## config.mk

```make
export PLATFORM = sky130hd
export DESIGN_NAME = fetch_stage
export DESIGN_NICKNAME = d
export VERILOG_FILES = /design/src/rtl/fetch_stage.sv
export SDC_FILE = /design/constraint.sdc
export NUM_CORES = 1
export LEC_CHECK = 0
export ABC_CLOCK_PERIOD_IN_PS = 5200
export BUFFER_PORTS_ARGS = -buffer_cell sky130_fd_sc_hd__buf_4
export CELL_PAD_IN_SITES_DETAIL_PLACEMENT = 1
export CELL_PAD_IN_SITES_GLOBAL_PLACEMENT = 1
export CORE_UTILIZATION = 30
export DETAILED_ROUTE_END_ITERATION = 16
export GPL_TIMING_DRIVEN = 1
export PLACE_DENSITY_LB_ADDON = 0.08
export RECOVER_POWER = 25
export SETUP_SLACK_MARGIN = 0.05
export SYNTH_ARGS = -nofsm -noshare
export SYNTH_HDL_FRONTEND = slang
export SYNTH_SLANG_ARGS = --single-unit
```

## constraint.sdc

```tcl
create_clock -name clk -period 5.2 [get_ports clk]
set_input_delay 0.26 -clock clk [delete_from_list [all_inputs] [get_ports clk]]
set_output_delay 0.26 -clock clk [all_outputs]
set_load 0.1 [all_outputs]
```

## src/rtl/fetch_stage.sv

```systemverilog
// RV32I fetch stage: PC, imem request/response, 2-entry prefetch FIFO, F/D register.
// Define FETCH_BUBBLE_CNT_EN to build the saturating decode bubble counter.
module fetch_stage #(
    parameter logic [31:0] RESET_PC = 32'h0000_0000
) (
    input  logic        clk,
    input  logic        rst_n,
    input  logic        stall_F,
    input  logic        stall_D,
    input  logic        flush_D,
    input  logic        redirect_E,
    input  logic [31:0] target_E,
    output logic        imem_req,
    output logic [31:0] imem_addr,
    input  logic        imem_gnt,
    input  logic        imem_rvalid,
    input  logic [31:0] imem_rdata,
    output logic [31:0] instr_D,
    output logic [31:0] pc_D,
    output logic [31:0] pc_plus4_D,
    output logic        valid_D,
    output logic [31:0] bubble_cnt
);

    localparam logic [31:0] NOP = 32'h0000_0013;

    logic        run_q;
    logic [31:0] pc_f;
    logic [1:0]  out_cnt;
    logic [1:0]  drop_cnt;
    logic [1:0]  fifo_cnt;

    // PCs of in-flight requests, dropped ones included, in issue order
    logic [1:0][31:0] opc;
    logic             owr;
    logic             ord;

    logic [1:0][31:0] fpc;
    logic [1:0][31:0] fins;
    logic             fwr;
    logic             frd;

    logic        rsp;
    logic        keep;
    logic        have;
    logic        avail;
    logic        load;
    logic        pop;
    logic        push;
    logic        hs;
    logic [2:0]  used;
    logic [2:0]  cap;
    logic [31:0] rsp_pc;
    logic [31:0] hd_pc;
    logic [31:0] hd_ins;

    always_comb begin
        rsp    = imem_rvalid & (out_cnt != 2'd0);
        rsp_pc = opc[ord];
        keep   = rsp & (drop_cnt == 2'd0) & !redirect_E;
        have   = fifo_cnt != 2'd0;
        avail  = have | keep;
        load   = !flush_D & !redirect_E & !stall_D & avail;
        pop    = load & have;
        // An empty FIFO hands the response straight to decode
        push   = keep & !(load & !have);
        hd_pc  = have ? fpc[frd] : rsp_pc;
        hd_ins = have ? fins[frd] : imem_rdata;
        used   = {1'b0, out_cnt} + {1'b0, fifo_cnt};
        cap    = 3'd2 + {2'b00, load};
        imem_req  = run_q & !redirect_E & !stall_F & (used < cap);
        imem_addr = pc_f;
        hs     = imem_req & imem_gnt;
    end

    assign pc_plus4_D = pc_D + 32'd4;

    always_ff @(posedge clk or negedge rst_n) begin
        if (!rst_n) begin
            run_q    <= 1'b0;
            pc_f     <= RESET_PC;
            out_cnt  <= 2'd0;
            drop_cnt <= 2'd0;
            opc      <= '0;
            owr      <= 1'b0;
            ord      <= 1'b0;
        end else begin
            run_q   <= 1'b1;
            out_cnt <= out_cnt - {1'b0, rsp} + {1'b0, hs};
            if (redirect_E) begin
                pc_f     <= target_E & 32'hFFFF_FFFC;
                drop_cnt <= out_cnt - {1'b0, rsp};
            end else begin
                if (hs) pc_f <= pc_f + 32'd4;
                if (rsp && drop_cnt != 2'd0) drop_cnt <= drop_cnt - 2'd1;
            end
            if (hs) begin
                opc[owr] <= pc_f;
                owr      <= ~owr;
            end
            if (rsp) ord <= ~ord;
        end
    end

    always_ff @(posedge clk or negedge rst_n) begin
        if (!rst_n) begin
            fifo_cnt <= 2'd0;
            fwr      <= 1'b0;
            frd      <= 1'b0;
            fpc      <= '0;
            fins     <= '0;
        end else if (redirect_E) begin
            fifo_cnt <= 2'd0;
            fwr      <= 1'b0;
            frd      <= 1'b0;
        end else begin
            if (push) begin
                fpc[fwr]  <= rsp_pc;
                fins[fwr] <= imem_rdata;
                fwr       <= ~fwr;
            end
            if (pop) frd <= ~frd;
            fifo_cnt <= fifo_cnt + {1'b0, push} - {1'b0, pop};
        end
    end

    always_ff @(posedge clk or negedge rst_n) begin
        if (!rst_n) begin
            valid_D <= 1'b0;
            instr_D <= NOP;
            pc_D    <= 32'd0;
        end else if (flush_D || redirect_E) begin
            valid_D <= 1'b0;
            instr_D <= NOP;
        end else if (!stall_D) begin
            if (load) begin
                valid_D <= 1'b1;
                instr_D <= hd_ins;
                pc_D    <= hd_pc;
            end else begin
                valid_D <= 1'b0;
                instr_D <= NOP;
            end
        end
    end

`ifdef FETCH_BUBBLE_CNT_EN
    logic        bubble;
    logic [31:0] bub_q;

    assign bubble = !flush_D & !redirect_E & !stall_D & !avail;

    always_ff @(posedge clk or negedge rst_n) begin
        if (!rst_n) begin
            bub_q <= 32'd0;
        end else if (bubble && bub_q != 32'hFFFF_FFFF) begin
            bub_q <= bub_q + 32'd1;
        end
    end

    assign bubble_cnt = bub_q;
`else
    assign bubble_cnt = 32'd0;
`endif

endmodule
```

After elaboration in Yosys (flattened, before gate mapping)
Index checks and enable logic that the tools add are counted.
{ "op_classes": {"n_addsub": 9, "order_cmp": 7, "eq_ne": 1, "muxes": 30, "bitwise_logic": 21, "n_reduce_logical": 20} }
{ "ops": {"columns": ["operator", "count"], "rows": [
  ["32-bit two-way mux", 15],
  ["64-bit bitwise mux", 3],
  ["32-bit by 3-bit adder with 32-bit output, second input constant", 2],
  ["32-bit demux with 1-bit select", 2],
  ["2-bit nonzero test", 7],
  ["1-bit AND", 13],
  ["1-bit by 2-bit < comparator with 1-bit output, second input constant", 4],
  ["1-bit two-way mux", 7],
  ["1-bit inverter", 7],
  ["1-bit logical NOT", 6],
  ["2-bit two-way mux", 3],
  ["2-bit by 1-bit adder with 2-bit output", 2],
  ["2-bit by 1-bit subtractor with 2-bit output", 2],
  ["2-bit by 1-bit adder with 3-bit output, first input constant", 1],
  ["2-bit by 2-bit adder with 3-bit output", 1],
  ["1-bit logical AND", 3],
  ["3-bit < comparator", 1],
  ["3-bit AND reduction", 1],
  ["1-bit >= comparator, second input constant", 2],
  ["2-bit logical NOT", 1],
  ["2-bit by 1-bit inequality test with 1-bit output, second input constant", 1],
  ["2-bit AND reduction", 1],
  ["2-bit by 1-bit subtractor with 2-bit output, second input constant", 1],
  ["1-bit logical OR", 1],
  ["1-bit bitwise OR", 1]
]} }
{ "word_totals": {"register_bits": 300, "in_bits": 72, "out_inout_bits": 162, "elab_cells": 106} }

Logic depth before layout (Yosys ltp)
Gate-level depths: netlist (run 1).
{ "depth": {"word_depth": 12, "depth_mapped": 9, "mapped_depth_nobuf": 9} }

Worst setup path after synthesis (run 1)
OpenSTA, ideal clock, no wires.
{ "synth_path": {"path_kind": "register to output", "startpoint": "reg pc_D[2]", "endpoint": "out pc_plus4_D[16]", "t_arrival_ns": 3.943, "t_required_ns": 4.940, "slack_ns": 0.997, "path_stages_with_launch": 6, "path_buffers": 0, "path_cell_list": "dfrtp_1 ha_1 nand3_1 nor4_1 nand3_1 xnor2_1"} }
{ "synth_via": {"elab_chain_len": 1} }
{ "synth_rtl": {"columns": ["element", "line_no", "text"], "rows": [
  ["from (decl)", "19", "output logic [31:0] pc_D,"],
  ["from (signal assigned)", "139", "pc_D <= hd_pc;"],
  ["32-bit by 3-bit adder with 32-bit output", "76", "assign pc_plus4_D = pc_D + 32'd4;"],
  ["to (decl)", "20", "output logic [31:0] pc_plus4_D,"]
]} }
Every way passes these cells.

Worst setup path in the final report (run 1)
{ "layout_path": {"startpoint": "reg out_cnt[0]", "endpoint": "out imem_req"} }
{ "layout_via": {"elab_chain_len": 9, "elab_cells_between_ends": 10, "cone_classes": "2 x add/sub; 1 x order compare; 6 x bitwise; 1 x reduce/logical"} }
{ "layout_rtl": {"columns": ["element", "line_no", "text"], "rows": [
  ["from (decl)", "29", "logic [1:0] out_cnt;"],
  ["from (signal assigned)", "89", "out_cnt <= out_cnt - {1'b0, rsp} + {1'b0, hs};"],
  ["2-bit nonzero test", "58", "rsp = imem_rvalid & (out_cnt != 2'd0);"],
  ["1-bit AND", "58", null],
  ["1-bit AND (2 in series)", "60", "keep = rsp & (drop_cnt == 2'd0) & !redirect_E;"],
  ["1-bit bitwise OR", "62", "avail = have | keep;"],
  ["1-bit AND", "63", "load = !flush_D & !redirect_E & !stall_D & avail;"],
  ["2-bit by 1-bit adder with 3-bit output", "70", "cap = 3'd2 + {2'b00, load};"],
  ["3-bit < comparator (*)", "71", "imem_req = run_q & !redirect_E & !stall_F & (used < cap);"],
  ["1-bit AND (*)", "71", null],
  ["to (decl)", "13", "output logic imem_req,"]
]} }
Every way passes the cells marked *; elsewhere a longest branch is shown, timed or not.

==> results of run 1 <==
-- placed cells by master, fill, tap and decap left out, types with 42 or more instances in the layout --
cell type	instances
nor2_1	116
a21oi_1	102
clkbuf_1	42
dlygate4sd3_1	58
mux2_4	49
nand2_1	104
buf_4	183
mux2_2	121
dfrtp_1	284
o21ai_0	98
-- worst max path at each step --
stage          startpoint              to  slack, ns  depth (start not counted)
2_1_floorplan     pc_D[2]  pc_plus4_D[16]        1.0                          5
3_3_place_gp   out_cnt[0]         opc[36]       1.66                          9
3_5_place_dp   out_cnt[0]         opc[34]       1.63                          9
4_1_cts        out_cnt[0]        imem_req       1.56                          6
5_1_grt        out_cnt[0]        imem_req       1.48                          6
6_report       out_cnt[0]        imem_req       1.63                          6
-- kinds of logic (layout without fill, tap and decap cells) --
logic type | Yosys count | in the layout | synth area share [%]
AND/OR/NAND/NOR | 318 | 318 | 10.2
other | 2 | 39 | 0.0538
adder cells (fa/ha/maj) | 9 | 9 | 0.860
AO/OA/AOI/OAI | 287 | 287 | 12.2
buffers and inverters | 140 | 359 | 5.09
XOR/XNOR | 40 | 40 | 2.51
multiplexers | 205 | 205 | 17.5
flip-flops | 288 | 288 | 51.6
-- metal layers --
layer	GRT usage [%]	routed length, um	up-vias
li1	-	-	4938
met1	25.6	20200	5185
met2	26.1	17700	176
met3	2.97	1510	47
met4	4.01	664	0
met5	0	0	-
-- worst max-delay path, cell delays in order (launching register included) --
cell and delay, ns:
dfrtp_1 0.42, ha_1 0.23, fa_1 0.39, or4b_4 0.52, a2111oi_4 0.70, or2_2 0.23, buf_4 0.28
-- cell type report --
| cell class | count | share of cell area (%) |
|---|---|---|
| flip-flops and latches | 288 | 41.2 |
| multi-input cells | 898 | 35.5 |
| repair buffers | 271 | 12.0 |
| clock buffers | 57 | 6.00 |
| well taps | 600 | 4.29 |
| inverters | 25 | 0.543 |
| clock inverters | 6 | 0.500 |
-- registers in the layout (all words and copies together), names as in the netlist, 30 cells and up --
signal     count
fins          64
fpc           60
imem_addr     30
instr_D       32
opc           60
pc_D          30
-- power breakdown --
part           leakage, nW  internal, mW  switching [mW]  total, mW
registers             3.73          2.91           0.472       3.38
logic                 3.81          1.16            2.11       3.28
clock network        0.555          1.48           0.974       2.46
total                 8.10          5.56            3.56       9.11
==> insert_results.sql, run 1 <==
INSERT INTO impl_metrics (metric_group, metric, value, unit) VALUES
('status', 'outcome', 'complete, but fails checks', ''),
('status', 'failed_checks', 'max-capacitance violations, max-slew violations', ''),
('yosys', 'synth_enable_flop_cells', '0', ''),
('yosys', 'synth_seq_cells', '288', ''),
('sta', 'worst_pin_slew', '2.42', 'ns'),
('placed_design', 'global_placer_s_final_weighted_congestion', '0.748', ''),
('drt', 'wirelength', '40100', 'um'),
('sta', 'max_slew_margin', '-61.3', '%'),
('pwr', 'p_total', '9.11', 'mW'),
('finish', 'multi_input_comb_area', '6220', 'um2'),
('placed_design', 'place_area', '15900', 'um2'),
('yosys', 'synth.top_cell.area_share', '51.1', '%'),
('setup_path', 'critical_path_required', '4.94', 'ns'),
('floorplanning', 'fp.dieArea', '47400', 'um2'),
('cts', 'numCtsBuffers', '36', ''),
('drt', 'detail_route.iter0.violations', '460', ''),
('cts', 'cts_tree', 'done', ''),
('yosys', 'post_synth_instance_area', '14000', 'um2'),
('sta', 'finalCriticalPeriod', '3.57', 'ns'),
('cts', 'postCtsResizedCells', '0', ''),
('placed_design', 'placement.io_buffers', '193', ''),
('grt', 'track_usage', '17.3', '%'),
('setup_path', 'reg2reg_setup_slack', '1.65', 'ns'),
('finish', 'utilization', '38.3', '%'),
('yosys', 'syn_inst_count', '1289', ''),
('yosys', 'async_flop_share', '100', '%'),
('sta', 'clock.fmax', '0.280', 'GHz'),
('grt', 'overflow', '0', ''),
('pwr', 'power.static_leakage', '8.10', 'nW'),
('min_path', 'cell_count_of_the_worst_hold_path', '3', ''),
('setup_path', 'worstPathMaxFanout', '8', ''),
('drt', 'ant_nets_after_route', '0', ''),
('cts', 'post_cts_hold_buffer_count', '58', ''),
('sta', 'finalSetupViolCount', '0', ''),
('floorplanning', 'die_width', '218', 'um'),
('cts', 'clock_insertion_delay_worst_skew', '0.54', 'ns'),
('pwr', 'vdd_ir_drop_max', '0.000265', 'V'),
('drt', 'num_vias', '10300', ''),
('cts', 'clock_pin_slew_on_the_worst_setup_and_hold_paths', '0.06', 'ns'),
('sta', 'skew', '0.0142', 'ns'),
('finish', 'area_delta_synth_final', '25.4', '%'),
('drt', 'remaining_design_rule_violation_count', '0', ''),
('setup_path', 'critical_path_end_type', 'primary output', ''),
('placed_design', 'hpwl', '26100', 'um'),
('setup_path', 'worstRegToRegCells', '9', ''),
('cts', 'clock_path_buffers', '3', ''),
('finish', 'antenna-diode-count', '0', ''),
('grt', 'first_global_vias', '10900', ''),
('min_path', 'holdPathEnd', 'imem_addr[4]', ''),
('floorplanning', 'floorplan.rows', '78', ''),
('finish', 'final_layout_size_suffix_gt1_share', '27.6', '%'),
('setup_path', 'worst_ep_arrival_time', '3.31', 'ns'),
('cts', 'cts_setup_buffers', '0', ''),
('sta', 'setup_total_negative_slack', '0', 'ns'),
('setup_path', 'startpoint_type', 'flip-flop', ''),
('grt', 'grt_max_degree', '104', ''),
('floorplanning', 'boundaryPins', '234', ''),
('yosys', 'synth_most_common_cell', 'dfrtp_1', ''),
('yosys', 'synth_top_cells_by_count', '285 x dfrtp_1, 121 x mux2_2, 120 x nor2_1', ''),
('cts', 'cts_htree_levels', '2', ''),
('run', 'reported_max_cap_violation_count', '1', ''),
('cts', 'ctsRootBufferMaster', 'clkbuf_16', ''),
('finish', 'seqCellArea', '7210', 'um2'),
('sta', 'rsz_0062_raised_after_global_routing', 'false', ''),
('sta', 'hold_viol', '0', ''),
('min_path', 'timing.hold.worst.class', 'input port to flip-flop', ''),
('finish', 'n_fill_cell', '5023', ''),
('floorplanning', 'core-area', '45700', 'um2'),
('setup_path', 'worstSetupPathType', 'flip-flop to primary output', ''),
('sta', 'pins_over_their_slew_limit', '88', ''),
('yosys', 'synth_seq_area_share', '51.6', '%');
(Power assumes the default switching activity.)
==> run 2, diff against run 1 <==
Settings changed: ABC_CLOCK_PERIOD_IN_PS 5200 to 3200.
Clock period 5.2 ns to 3.2 ns, I/O delays scaled along.
==> insert_results.sql, run 2 (synthesis results as in run 1) <==
INSERT INTO impl_metrics (metric_group, metric, value, unit) VALUES
('placed_design', 'hpwl', '26600', 'um'),
('finish', 'utilization', '39.7', '%'),
('drt', 'first_pass_iters', '4', ''),
('drt', 'detail_route.iter0.violations', '466', ''),
('status', 'failed_checks', 'max-capacitance violations, max-slew violations', ''),
('sta', 'max_slew_margin', '-60.5', '%'),
('finish', 'layoutNonFillerInstCount', '2172', ''),
('placed_design', 'dp_slack', '0.137', 'ns'),
('setup_path', 'critical_path_end_type', 'primary output', ''),
('setup_path', 'worstSetupPathType', 'flip-flop to primary output', ''),
('setup_path', 'worstPathMaxFanout', '7', ''),
('pwr', 'power_per_cell_area', '827', 'nW/um2'),
('finish', 'num-nets-final', '1626', ''),
('cts', 'cts_htree_levels', '2', ''),
('sta', 'finalWorstSetupSlack', '0.241', 'ns'),
('finish', 'n_fill_cell', '5027', ''),
('floorplanning', 'dieHeight', '218', 'um'),
('finish', 'area_delta_synth_final', '29.8', '%'),
('cts', 'clock_pin_slew_on_the_worst_setup_and_hold_paths', '0.06', 'ns'),
('drt', 'ant_nets_after_route', '0', ''),
('finish', 'largest_reg_flops', '64', ''),
('drt', 'wirelength', '39800', 'um'),
('setup_path', 'startpoint_type', 'flip-flop', ''),
('floorplanning', 'die_width', '218', 'um'),
('floorplanning', 'fp.dieArea', '47400', 'um2'),
('setup_path', 'worst_ep_arrival_time', '2.80', 'ns'),
('pwr', 'vdd_ir_drop_max', '0.000366', 'V'),
('floorplanning', 'core-area', '45700', 'um2'),
('finish', 'top_register', 'fins', ''),
('setup_path', 'worstSetupStartpoint', 'out_cnt[0]', ''),
('grt', 'track_usage', '17.1', '%'),
('grt', 'overflow', '0', ''),
('min_path', 'timing.hold.worst.class', 'input port to flip-flop', ''),
('finish', 'final_layout_size_suffix_gt1_share', '32.6', '%'),
('grt', 'grt_max_degree', '93', ''),
('drt', 'post_drt_wl_per_cell', '18.3', 'um'),
('finish', 'post-route-cell-area', '18100', 'um2'),
('sta', 'clock.fmax', '0.338', 'GHz'),
('floorplanning', 'floorplan.rows', '78', ''),
('cts', 'clock_insertion_delay_worst_skew', '0.54', 'ns'),
('grt', 'antenna_found_initial', '0', ''),
('placed_design', 'global_placer_s_final_weighted_congestion', '0.740', ''),
('grt', 'first_global_vias', '11000', ''),
('pwr', 'p_total', '15.0', 'mW'),
('floorplanning', 'boundaryPins', '234', ''),
('setup_path', 'critical_path_required', '3.04', 'ns'),
('sta', 'worst_pin_slew', '2.41', 'ns'),
('sta', 'setup_total_negative_slack', '0', 'ns'),
('sta', 'finalCriticalPeriod', '2.96', 'ns'),
('cts', 'clock_path_buffers', '3', ''),
('sta', 'rsz_0062_raised_after_global_routing', 'false', ''),
('drt', 'routed_via_density', '4.82', ''),
('sta', 'skew', '0.0105', 'ns'),
('finish', 'most-common-layout-cells', '272 x dfrtp_1, 219 x buf_4, 121 x mux2_2', ''),
('status', 'outcome', 'complete, but fails checks', ''),
('finish', 'top_regs', 'fins (64), fpc (60), opc (60)', ''),
('sta', 'post-route-period-util', '92.5', '%'),
('grt', 'grt_first_pass_wirelength', '64000', 'um'),
('pwr', 'power.static_leakage', '8.48', 'nW'),
('min_path', 'hold_start', 'stall_D', ''),
('drt', 'remaining_design_rule_violation_count', '0', ''),
('cts', 'numCtsBuffers', '37', ''),
('placed_design', 'number_of_cells_after_detailed_placement', '2041', ''),
('sta', 'pins_over_their_slew_limit', '87', ''),
('placed_design', 'place_area', '16300', 'um2'),
('finish', 'final_common_cell', 'dfrtp_1', ''),
('finish', 'seqCellArea', '7230', 'um2'),
('placed_design', 'placement.io_buffers', '193', ''),
('cts', 'cts.sinks', '288', ''),
('drt', 'num_vias', '10500', ''),
('setup_path', 'r2r_start', 'out_cnt[0]', ''),
('sta', 'finalSetupViolCount', '0', ''),
('finish', 'multi_input_comb_area', '6390', 'um2'),
('sta', 'finalHoldWorstSlack', '0.0896', 'ns'),
('cts', 'ctsRootBufferMaster', 'clkbuf_16', ''),
('cts', 'cts_tree', 'done', ''),
('sta', 'hold_viol', '0', ''),
('floorplanning', 'initial_core_util', '30.6', '%'),
('run', 'reported_max_cap_violation_count', '1', ''),
('finish', 'antenna-diode-count', '0', '');
run 2: layout make-up:
| class | count | area share [%] |
|---|---|---|
| Sequential cell | 288 | 39.8 |
| Multi-Input combinational cell | 898 | 35.2 |
| Timing Repair Buffer | 295 | 13.8 |
| Inverter | 25 | 0.524 |
| Tap cell | 600 | 4.14 |
| Clock buffer | 53 | 5.89 |
| Clock inverter | 13 | 0.573 |
run 2: final timing paths:
| check | end | slack, ns | depth (start not counted) |
|---|---|---|---|
| min reg2reg | valid_D | 0.48 | 2 |
| min in group asynchronous | instr_D[9] | 0.91 | 2 |
| max | imem_req | 0.24 | 7 |
| max reg2reg | opc[17] | 0.25 | 9 |
| max in group asynchronous | pc_D[2] | 0.73 | 2 |
| min | instr_D[0] | 0.09 | 3 |
run 2: worst max-delay path: stages, from the launching register on:
cell     delay, ns
dfrtp_1       0.42
ha_1          0.22
fa_1          0.39
or4b_4        0.52
nor2_1        0.17
buf_4         0.21
or2_2         0.16
buf_12        0.17
run 2: repair_timing:
action | 4_1_cts | 5_1_grt
setup endpoints to repair | 1 | 28
endpoints found under the hold margin | 209 | 0
buffers inserted | 1 | 0
gates resized for setup | 4 | 3
hold buffers | 64 | 0
pin swaps | 0 | 1
run 2: power breakdown:
part / switching (mW) / total [mW] / internal, mW
combinational: 3.47 / 5.46 / 1.99
clock: 1.63 / 4.04 / 2.41
sequential: 0.775 / 5.50 / 4.73
total: 5.87 / 15.0 / 9.13
run 2: per-layer routing:
| layer | global-route usage (%) | wire length [um] |
|---|---|---|
| met2 | 25.4 | 17400 |
| met3 | 3.01 | 1610 |
| met1 | 25.7 | 20200 |
| met5 | 0 | 0 |
| met4 | 4.08 | 587 |
==> run 3, diff against run 2 <==
Settings changed: CORE_UTILIZATION 30 to 40.
==> insert_results.sql, run 3 (synthesis results as in run 1) <==
INSERT INTO impl_metrics (metric_group, metric, value, unit) VALUES
('run', 'reported_max_cap_violation_count', '1', ''),
('setup_path', 'critical_path_end_type', 'primary output', ''),
('pwr', 'power_per_cell_area', '816', 'nW/um2'),
('drt', 'met2_routed_wirelength', '16400', 'um'),
('placed_design', 'dp_slack', '0.218', 'ns'),
('sta', 'finalCriticalPeriod', '3.00', 'ns'),
('placed_design', 'place_area', '16000', 'um2'),
('sta', 'hold_viol', '0', ''),
('cts', 'cts.sinks', '288', ''),
('grt', 'antenna_found_initial', '0', ''),
('grt', 'first_global_vias', '10700', ''),
('finish', 'area_delta_synth_final', '26.7', '%'),
('drt', 'ant_nets_after_route', '0', ''),
('finish', 'layoutNonFillerInstCount', '2010', ''),
('finish', 'num-nets-final', '1612', ''),
('cts', 'cts_tree', 'done', ''),
('setup_path', 'critical_path_required', '3.04', 'ns'),
('status', 'failed_checks', 'max-capacitance violations, max-slew violations', ''),
('drt', 'routed_via_density', '5.17', ''),
('sta', 'rsz_0062_raised_after_global_routing', 'false', ''),
('pwr', 'p_total', '14.4', 'mW'),
('drt', 'post_drt_wl_per_cell', '18.0', 'um'),
('placed_design', 'number_of_cells_after_detailed_placement', '1888', ''),
('sta', 'finalSetupViolCount', '0', ''),
('setup_path', 'startpoint_type', 'flip-flop', ''),
('pwr', 'vdd_ir_drop_max', '0.000494', 'V'),
('floorplanning', 'die_width', '189', 'um'),
('sta', 'post-route-period-util', '93.8', '%'),
('placed_design', 'placement.io_buffers', '193', ''),
('finish', 'top_register', 'fins', ''),
('setup_path', 'critical-path-max-stage-delay', '0.52', 'ns'),
('setup_path', 'worstSetupPathType', 'flip-flop to primary output', ''),
('grt', 'grt_max_degree', '93', ''),
('finish', 'n_fill_cell', '3764', ''),
('sta', 'skew', '0.00971', 'ns'),
('finish', 'top_regs', 'fins (64), fpc (60), opc (60)', ''),
('sta', 'clock.fmax', '0.333', 'GHz'),
('placed_design', 'global_placer_s_final_weighted_congestion', '0.827', ''),
('grt', 'grt_first_pass_wirelength', '59400', 'um'),
('finish', 'post-route-cell-area', '17700', 'um2'),
('floorplanning', 'dieHeight', '189', 'um'),
('cts', 'numCtsBuffers', '31', ''),
('finish', 'most-common-layout-cells', '272 x dfrtp_1, 214 x buf_4, 121 x mux2_2', ''),
('sta', 'pins_over_their_slew_limit', '84', ''),
('setup_path', 'worst_path_max_delay_cell', 'or4b_4', ''),
('floorplanning', 'core-area', '34500', 'um2'),
('drt', 'detail_route.iter0.violations', '386', ''),
('placed_design', 'hpwl', '24000', 'um'),
('drt', 'first_pass_iters', '4', ''),
('grt', 'track_usage', '20.6', '%'),
('status', 'outcome', 'complete, but fails checks', ''),
('floorplanning', 'boundaryPins', '234', ''),
('pwr', 'power.static_leakage', '8.36', 'nW'),
('drt', 'num_vias', '10400', ''),
('finish', 'final_common_cell', 'dfrtp_1', ''),
('floorplanning', 'floorplan.rows', '68', ''),
('cts', 'ctsRootBufferMaster', 'clkbuf_16', ''),
('setup_path', 'worst_ep_arrival_time', '2.84', 'ns'),
('finish', 'final_layout_size_suffix_gt1_share', '31.7', '%'),
('drt', 'wl_met1', '17900', 'um'),
('sta', 'finalWorstSetupSlack', '0.199', 'ns'),
('floorplanning', 'fp.dieArea', '35700', 'um2'),
('finish', 'utilization', '51.4', '%'),
('cts', 'clock_insertion_delay_worst_skew', '0.56', 'ns'),
('finish', 'antenna-diode-count', '0', ''),
('cts', 'cts_htree_levels', '1', ''),
('drt', 'wirelength', '36200', 'um'),
('drt', 'route.met3.wl', '1420', 'um'),
('grt', 'overflow', '0', ''),
('min_path', 'timing.hold.worst.class', 'input port to flip-flop', ''),
('sta', 'max_slew_margin', '-52.3', '%'),
('finish', 'largest_reg_flops', '64', ''),
('cts', 'clock_pin_slew_on_the_worst_setup_and_hold_paths', '0.06', 'ns'),
('drt', 'highest-signal-layer', 'met4', ''),
('drt', 'remaining_design_rule_violation_count', '0', ''),
('cts', 'clock_path_buffers', '3', ''),
('setup_path', 'critical_path.cell_chain', 'ha_1 > fa_1 > or4b_4 > nor2_1 > buf_4 > or2_2 > buf_12', ''),
('floorplanning', 'initial_core_util', '40.5', '%'),
('sta', 'worst_pin_slew', '2.29', 'ns'),
('setup_path', 'worstPathMaxFanout', '7', '');
-- run 3: cell count changes in the layout (fill, tap and decap cells not counted), moves of 2 or more --
| cell | before | now |
|---|---|---|
| clkbuf_16 | 39 | 31 |
| clkbuf_8 | 4 | 7 |
| clkbuf_1 | 10 | 12 |
| buf_12 | 10 | 8 |
| clkinv_2 | 8 | 6 |
| clkinvlp_4 | 4 | 0 |
| buf_4 | 219 | 214 |
-- run 3: metrics by stage --
stage / setup TNS (ns) / hold slack (ns)
2_1_floorplan: -0.338 / -0.136
3_3_place_gp: 0 / 0.221
3_5_place_dp: 0 / 0.224
4_1_cts: 0 / 0.0496
5_1_grt: 0 / 0.0740
6_report: 0 / 0.0847
-- run 3: final timing paths --
check                            start             to  slack (ns)  cells after the start
setup / recovery            out_cnt[0]       imem_req        0.20                      7
hold / removal             imem_rvalid            ord        0.08                      3
setup reg to reg            out_cnt[0]  imem_addr[24]        0.29                      9
hold reg to reg            instr_D[31]    instr_D[31]        0.48                      2
max in group asynchronous        rst_n            frd        0.86                      2
min in group asynchronous        rst_n    instr_D[12]        0.80                      2
-- run 3: metal layers --
metal	GRT usage (%)	vias to the layer above
li1	-	4967
met1	30.4	5152
met2	32.6	223
met3	2.47	41
met4	4.25	0
met5	0	-
-- run 3: report_power, final --
part / total (mW) / switching, mW / internal, mW
Combinational: 5.40 / 3.44 / 1.96
Sequential: 5.50 / 0.768 / 4.73
Clock: 3.55 / 1.45 / 2.10
-- run 3: cell type report --
type,count,area (um2),share of cell area [%]
Clock inverter,7,85.1,0.481
Inverter,25,95.1,0.537
Tap cell,455,569,3.22
Multi-Input combinational cell,898,6400,36.1
Clock buffer,50,917,5.18
Sequential cell,288,7230,40.8
Timing Repair Buffer,287,2410,13.6
-- run 3: critical path: cells and delay by family (launching register included) --
kind	cells	cell delay (ns)
AND/OR/NAND/NOR	3	0.85
adder cells (fa/ha/maj)	2	0.62
flip-flops	1	0.42
buffers and inverters	2	0.38
-- run 3: what timing repair did --
item                       CTS  global route
hold buffers                64             0
setup endpoints to repair    2             2
buffers inserted             1             0
resized for setup            4             2
hold endpoints to repair   210             0
pin swaps                    0             1
